[config.mk]
export PLATFORM = sky130hd
export DESIGN_NAME = pacman_sprite_renderer
export DESIGN_NICKNAME = d
export VERILOG_FILES = /design/src/rtl/pacman_sprite_renderer.sv
export SDC_FILE = /design/constraint.sdc
export NUM_CORES = 1
export LEC_CHECK = 0
export BUFFER_PORTS_ARGS = -buffer_cell sky130_fd_sc_hd__buf_2
export CORE_MARGIN = 1.5
export CORE_UTILIZATION = 35
export CTS_BUF_LIST = sky130_fd_sc_hd__clkbuf_4
export DETAILED_ROUTE_END_ITERATION = 6
export PLACE_DENSITY_LB_ADDON = 0.12
export SLEW_MARGIN = 5
export SYNTH_ARGS = -nofsm -noshare
export SYNTH_HDL_FRONTEND = slang
export SYNTH_SLANG_ARGS = --single-unit
[constraint.sdc]
create_clock -name Clk -period 3.6 [get_ports Clk]
set_input_delay 0 -clock Clk [delete_from_list [all_inputs] [get_ports Clk]]
set_output_delay 0 -clock Clk [all_outputs]
set_load 0.03 [all_outputs]
[src/rtl/pacman_sprite_renderer.sv]
// pacman_sprite_renderer
// Per-pixel Pac-Man sprite stage. It addresses the 13x13 sprite ROM from the
// VGA scan position and produces a registered pixel enable two cycles later.
// It also steps the mouth animation once every FRAMES_PER_STEP frames while
// Pac-Man is moving.
// Position, direction and animation state only change on frame_tick, so the
// sprite never tears partway through a frame.

module pacman_sprite_renderer #(
   parameter int FRAMES_PER_STEP = 4
) (
   input  logic        Clk,
   input  logic        Reset,
   input  logic        frame_tick,
   input  logic        moving,
   input  logic [1:0]  dir,
   input  logic [9:0]  PacX,
   input  logic [9:0]  PacY,
   input  logic [9:0]  DrawX,
   input  logic [9:0]  DrawY,
   output logic [6:0]  rom_addr,
   input  logic [12:0] rom_data,
   output logic        pac_on,
   output logic [3:0]  frame_idx
);

   // The mouth cycles closed -> half -> wide -> half -> closed.
   // The two half-open states share a sprite but are kept distinct, so the
   // animation runs forward through the cycle.
   typedef enum logic [1:0] {
      PH_CLOSED       = 2'd0,
      PH_HALF_OPENING = 2'd1,
      PH_WIDE         = 2'd2,
      PH_HALF_CLOSING = 2'd3
   } phase_t;

   localparam logic [3:0] TICK_LAST = 4'(FRAMES_PER_STEP - 1);

   phase_t      r_phase;
   phase_t      w_phaseNext;
   logic [3:0]  r_tickCnt;
   logic [3:0]  w_tickCntNext;

   logic [9:0]  r_xQ;
   logic [9:0]  r_yQ;
   logic [1:0]  r_dirQ;

   logic [3:0]  w_dirTimes2;
   logic [3:0]  w_frameIdx;

   logic [10:0] w_dx;
   logic [10:0] w_dy;
   logic        w_inBox;
   logic [6:0]  w_rowBase;
   logic [6:0]  w_addr;

   logic [6:0]  r_romAddr;
   logic [3:0]  r_dxD;
   logic        r_inD;
   logic        r_pacOn;
   logic [12:0] w_romShift;

   // Animation state register: phase and frame counter, cleared by reset
   always_ff @(posedge Clk or posedge Reset) begin
      if (Reset) begin
         r_phase   <= PH_CLOSED;
         r_tickCnt <= 4'd0;
      end else begin
         r_phase   <= w_phaseNext;
         r_tickCnt <= w_tickCntNext;
      end
   end

   // Next animation state: advance only on a moving frame tick; otherwise freeze the mouth
   always_comb begin
      w_phaseNext   = r_phase;
      w_tickCntNext = r_tickCnt;
      if (frame_tick && moving) begin
         if (r_tickCnt == TICK_LAST) begin
            w_tickCntNext = 4'd0;
            case (r_phase)
               PH_CLOSED:       w_phaseNext = PH_HALF_OPENING;
               PH_HALF_OPENING: w_phaseNext = PH_WIDE;
               PH_WIDE:         w_phaseNext = PH_HALF_CLOSING;
               PH_HALF_CLOSING: w_phaseNext = PH_CLOSED;
               default:         w_phaseNext = PH_CLOSED;
            endcase
         end else begin
            w_tickCntNext = r_tickCnt + 4'd1;
         end
      end
   end

   // Sprite code from the latched phase and direction; the closed mouth ignores direction
   always_comb begin
      w_dirTimes2 = {1'b0, r_dirQ, 1'b0};
      w_frameIdx  = 4'd0;
      case (r_phase)
         PH_CLOSED:       w_frameIdx = 4'd0;
         PH_HALF_OPENING: w_frameIdx = 4'd1 + w_dirTimes2;
         PH_WIDE:         w_frameIdx = 4'd2 + w_dirTimes2;
         PH_HALF_CLOSING: w_frameIdx = 4'd1 + w_dirTimes2;
         default:         w_frameIdx = 4'd0;
      endcase
   end

   assign frame_idx = w_frameIdx;

   // Per-frame position/direction latch; changes between ticks are ignored
   always_ff @(posedge Clk or posedge Reset) begin
      if (Reset) begin
         r_xQ   <= 10'd0;
         r_yQ   <= 10'd0;
         r_dirQ <= 2'd1;
      end else if (frame_tick) begin
         r_xQ   <= PacX;
         r_yQ   <= PacY;
         r_dirQ <= dir;
      end
   end

   // Box test and ROM address
   // The subtraction is one bit wider than the coordinates. Pixels left of
   // or above the box wrap to values >= 1024 and fall outside it. A box near
   // the right edge cannot alias back onto column zero.
   always_comb begin
      w_dx      = {1'b0, DrawX} - {1'b0, r_xQ};
      w_dy      = {1'b0, DrawY} - {1'b0, r_yQ};
      w_inBox   = (w_dx < 11'd13) && (w_dy < 11'd13);
      w_rowBase = {3'b000, w_frameIdx} * 7'd13;
      w_addr    = w_rowBase + {3'b000, w_dy[3:0]};
   end

   // Pipeline stage 1: register the ROM address and carry the column and hit flag forward
   always_ff @(posedge Clk or posedge Reset) begin
      if (Reset) begin
         r_romAddr <= 7'd0;
         r_dxD     <= 4'd0;
         r_inD     <= 1'b0;
      end else begin
         r_romAddr <= w_inBox ? w_addr : 7'd0;
         r_dxD     <= w_dx[3:0];
         r_inD     <= w_inBox;
      end
   end

   assign rom_addr = r_romAddr;

   // Column select from the ROM row
   // The MSB is the leftmost pixel, so shifting left by the column brings that
   // pixel to bit 12. This avoids a variable index that could fall outside the
   // row when the pixel is not in the box.
   assign w_romShift = rom_data << r_dxD;

   // Pipeline stage 2: registered pixel enable for the colour mapper
   always_ff @(posedge Clk or posedge Reset) begin
      if (Reset) begin
         r_pacOn <= 1'b0;
      end else begin
         r_pacOn <= r_inD && w_romShift[12];
      end
   end

   assign pac_on = r_pacOn;

endmodule

== Yosys cells after proc, flatten, opt, wreduce, memory -nomap -nowiden ==
Cells that the tools add are included.

* Register bits after elaboration: 41
* Bits of input ports: 59
* Output and inout bits: 12
* Logic and storage cells: 33

* Add/subtract/negate cells: 6
* Multiply operators: 1
* Order comparisons: 2
* Eq/ne operators: 4
* Shift-type cells: 1
* Multiplexer cells: 4
* Reduce and logical (&&, ||, !) cells: 6

{| class="wikitable"
|+ Operators with widths
! operator !! count
|-
| less-than comparator 11 x 4 -> 1 bit (second input constant) || 2
|-
| subtractor 10 x 10 -> 11 bit || 2
|-
| left shift 13 x 4 -> 13 bit || 1
|-
| one-hot mux 4 bit (3 select lines) || 1
|-
| one-hot mux 2 bit (4 select lines) || 1
|-
| adder 7 x 4 -> 7 bit || 1
|-
| multiplier 4 x 4 -> 7 bit (second input constant) || 1
|-
| 2-to-1 mux 7 bit || 1
|-
| adder 1 x 3 -> 4 bit (first input constant) || 1
|-
| adder 2 x 3 -> 4 bit (first input constant) || 1
|-
| adder 4 x 1 -> 4 bit (second input constant) || 1
|-
| equality test 2 bit (second input constant) || 2
|-
| equality test 4 x 2 -> 1 bit (second input constant) || 1
|-
| 2-to-1 mux 4 bit || 1
|-
| logical AND 1 bit || 3
|-
| equality test 2 x 1 -> 1 bit (second input constant) || 1
|-
| logical NOT 2 bit || 1
|-
| AND reduction 2 bit || 1
|-
| OR reduction 2 bit || 1
|}

== Depth between registers and ports, before layout ==
* Depth after elaboration: 6
* Mapped depth: 15
* Mapped depth without buffers: 15

== Worst setup path before layout ==
Ideal clock, no wire load.

* Kind: reg2reg
* Start: register r_phase[1]
* End: register r_romAddr[5] (netlist: rom_addr[5])
* Setup time: 137 ps
* Data arrival time: 3403 ps
* Required time: 3463 ps
* Path slack: 60 ps
* Cell stages (with the launch flop): 15
* Buffers on the path: 0
* Period minus slack after synthesis: 3540 ps
* Path through: dfrtp_1 > inv_1 > ha_1 > or2_2 > mux2_2 > ha_1 > ha_1 > inv_1 > fa_1 > inv_1 > ha_1 > a21o_1 > a21oi_1 > xor2_1 > nor4_2

* Longest elaborated chain between the ends: 6
* Elaborated cells between the ends (all ways): 9
* Those cells by class: add/sub (1); mul (1); eq/ne (3); mux (2); reduce/logical (2)

{| class="wikitable"
|+ Ends and longest elaborated chain
! item !! line !! source
|-
| start, declared || 39 || <nowiki>phase_t r_phase;</nowiki>
|-
| start signal, assigned || 69 || <nowiki>r_phase <= w_phaseNext;</nowiki>
|-
| equality test 2 bit / equality test 2 x 1 -> 1 bit (equally long branches) || 98 || <nowiki>case (r_phase)</nowiki>
|-
| OR reduction 2 bit (no line) || n/a ||
|-
| one-hot mux 4 bit (3 select lines) (*) || 98 ||
|-
| named net frame_idx[0] || 24 || <nowiki>output logic [3:0] frame_idx</nowiki>
|-
| multiplier 4 x 4 -> 7 bit (*) || 130 || <nowiki>w_rowBase = {3'b000, w_frameIdx} * 7'd13;</nowiki>
|-
| adder 7 x 4 -> 7 bit (*) || 131 || <nowiki>w_addr = w_rowBase + {3'b000, w_dy[3:0]};</nowiki>
|-
| 2-to-1 mux 7 bit (*) || 141 || <nowiki>r_romAddr <= w_inBox ? w_addr : 7'd0;</nowiki>
|-
| end signal, assigned || 141 ||
|-
| end, declared || 57 || <nowiki>logic [6:0] r_romAddr;</nowiki>
|}

Mark *: on every way through the listed nets, which the timed path passes. The rest lies on a longest branch.
A chain may end at the register's enable or synchronous reset.

== Final worst setup path ==
* Start: register r_phase[1]
* End: register r_romAddr[6] (netlist: rom_addr[6])

* Longest elaborated chain between the ends: 6
* Elaborated cells between the ends (all ways): 9
* Those cells by class: add/sub (1); mul (1); eq/ne (3); mux (2); reduce/logical (2)

{| class="wikitable"
|+ Ends and longest elaborated chain
! item !! line
|-
| equality test 2 bit / equality test 2 x 1 -> 1 bit (equally long branches) || 98
|-
| OR reduction 2 bit (no line) || n/a
|-
| one-hot mux 4 bit (3 select lines) (*) || 98
|-
| multiplier 4 x 4 -> 7 bit (*) || 130
|-
| adder 7 x 4 -> 7 bit (*) || 131
|-
| 2-to-1 mux 7 bit (*) || 141
|}

Every way passes the cells marked *; elsewhere a longest branch is shown, timed or not.

==> results.cfg <==
[outcome]
status = finished, final reports clean

[yosys]
ys_types = 51
synth.cell_area_sq_um = 3110
syn-num-nets = 433
yosys_register_bits = 41
yosysSeqAreaShare_pct = 33.0
synthArstFlopShare_pct = 100
synth_enable_flop_cells = 0
syn_area_per_cell_sq_um = 9.52
syn_inst = 327
synth_flop_cell = dfrtp_1
ys.warnings.count = 0

[global_route]
grt.total_usage_pct = 14.6
grt_util_met3_pct = 2.59
grt-ovfl-total = 0
antenna_found_initial = 0
grt_pass1_wl_um = 11500
busiest_layer = met2
grt_use_met2_pct = 24.3
grt_max_degree = 45
grt_pass1_vias = 2530
grt_use_met1_pct = 19.7

[placed_design]
place_ws_ns = 0.0697
gp_congestion = 0.791
portBuffers = 70
dpl_cell_area_sq_um = 3560
dp_cells = 496
dp_hpwl_um = 5030

[timing]
max_freq_mhz = 299
setup_violations = 0
hold_viol_final = 0
fin_ws_ns = 0.254
fin_setup_tns_ns = 0
finalMaxSlewViolations = 0
clock-skew-final_ns = 0.0137
hold_ws_ns = 0.0558
slew_headroom_pct = 52.0
final.period_utilization_pct = 93.0
worst_slew_pin_slew_ns = 0.720
grt_setup_unrepaired = false
fin_crit_ns = 3.35

[final_layout]
fillCellCount = 904
diodes = 0
final_util_pct = 45.4
final_cells = 530
drive_above_1_share_pct = 24.9
area_growth_pct = 26.6
final_area_sq_um = 3940
final_net_count = 527

[setup_path]
worstPathMaxFanout = 6
path_buf_inv = 3
cp-end-kind = flop
slowest_stage = fa_1
cp.required_ns = 3.88
regToRegSetupSlack_ns = 0.25
slowest_delay_ns = 0.49
r2r_cells = 14
critPathKind = reg -> reg
crit_chain = inv_1 > ha_1 > or2_4 > mux2_4 > ha_1 > ha_1 > inv_1 > fa_1 > inv_1 > ha_4 > a21oi_2 > o21ai_1 > xnor2_1 > nor4_2
r2r_end = rom_addr[6]
startpoint_type = flop
critical_path_arrival_ns = 3.62
crit_family = adder cells
crit-reg2reg-launch = r_phase[1]

[clock_tree]
clk_pin_slew_ns = 0.14
cts-root-buf = clkbuf_4
cts_tree = built
htreeDepth = 2
cts_made_buffers = 5
cts.path.max_buffers = 2
clkSinkCount = 41
clk-insertion-delay-late_ns = 0.36

[hold_path]
min-delay-start = DrawX[1]
min_path_type = in -> reg
hold_depth = 4
holdPathEnd = r_dxD[1]

[power_and_ir_drop]
p_leak_nw = 1.96
power_mw = 2.30
peakVddDrop_uv = 298
power.density_nw_per_um2 = 582

[die]
io_pins = 71
rows = 34
initial_core_util_pct = 35.9
coreArea_sq_um = 8680
dieHeight_um = 97.3
fp.dieW_um = 97.3
fp.dieArea_sq_um = 9470

[detailed_routing]
vias_per_cell = 5.00
drt-initial-drc-count = 79
postRouteAntennaNets = 0
via_count = 2651
firstDrtPassIters = 4
wl_um = 6580
drc = 0
wl_per_cell_um = 12.4

[flow_run]
drv_cap = 0
==> how the worst max path moves through the flow <==
stage / from / end / depth (start not counted)
2_1_floorplan: r_phase[1] / rom_addr[5] / 14
3_5_place_dp: r_phase[1] / rom_addr[6] / 14
3_3_place_gp: r_phase[1] / rom_addr[5] / 14
6_report: r_phase[1] / rom_addr[6] / 14
5_1_grt: r_phase[1] / rom_addr[6] / 14
4_1_cts: r_phase[1] / rom_addr[6] / 14
==> state kept, by name (all words and copies together), names as in the netlist <==
name,flops
r_phase,2
r_xQ,10
r_tickCnt,4
r_inD,1
r_yQ,10
r_dxD,4
pac_on,1
r_dirQ,2
rom_addr,7
==> synth_stat cells (2+ instances only) <==
master     instances  area, sq um
dfrtp_1           40         1000
nand4_1            4         25.0
xor2_1             8         70.1
fa_1               4         80.1
ha_1              43          538
nand2b_1           2         12.5
o31ai_1            3         22.5
nor4b_1            2         17.5
nor4_2             7         87.6
o2111ai_1          4         35.0
inv_1             41          154
o22ai_1            2         12.5
nor3b_1            2         15.0
xnor2_1            8         70.1
nand2_1           32          120
nand3_1            8         40.0
mux4_2             4         90.1
o21a_1             3         22.5
nor3_1             5         25.0
a21o_1             7         52.6
a21oi_1           14         70.1
o21ai_0           29          145
nor2b_1            4         25.0
clkbuf_1           7         26.3
nor2_1             8         30.0
mux2_2             7         78.8
a31oi_1            2         12.5
or3_1              2         12.5
o31a_1             2         17.5
or2_2              2         12.5
==> cell families after synthesis <==
group	share of synthesized area, %
fa+ha+maj	19.8
simple gates	15.1
compound gates	15.4
flops	33.0
mux	5.75
buf+inv	6.43
xor+xnor	4.50
==> cells in the final DEF, fill, tap and decap left out, drive strengths merged, types with 4 or more instances in the layout <==
cell type,instances
a21o,7
nand4,4
nor3,5
o2111ai,4
dlygate4sd3,25
nor4,7
clkbuf,5
ha,43
xor2,8
nor2,8
fa,4
o21ai,29
xnor2,8
nand3,8
nor2b,4
mux4,4
nand2,32
mux2,7
a21oi,15
inv,41
buf,72
dfrtp,40
==> what timing repair did <==
action                     4_1_cts  5_1_grt
setup endpoints to repair        0        2
gates resized for setup          0        5
buffers inserted                 0        1
hold endpoints to repair        64        0
hold buffers                    25        0
==> worst min-delay path: stages <==
cell and delay, ns:
buf_2 0.11, inv_1 0.07, fa_1 0.16, inv_1 0.05
==> metal layers <==
| layer | up-vias | wire length, um | share of wire (%) |
|---|---|---|---|
| li1 | 1345 | - | - |
| met1 | 1257 | 3190 | 49 |
| met2 | 43 | 3090 | 47 |
| met3 | 6 | 222 | 3.4 |
| met4 | 0 | 76 | 1.2 |
| met5 | - | 0 | 0 |
==> area by class of cell <==
class | count | area, sq um | area share [%]
clock inverter | 3 | 65.1 | 1.65
inverter | 41 | 154 | 3.90
clock buffer | 5 | 37.5 | 0.952
tap | 108 | 135 | 3.43
timing repair buffer | 97 | 616 | 15.6
multi-input combinational | 235 | 1910 | 48.4
sequential | 41 | 1030 | 26.0
==> power by group <==
part	internal [mW]	switching, mW	leakage (nW)
sequential	0.523	0.0440	0.509
clock	0.215	0.164	0.0552
combinational	0.626	0.725	1.40
total	1.36	0.932	1.96
Note: power is estimated with default switching activity, not from simulation.
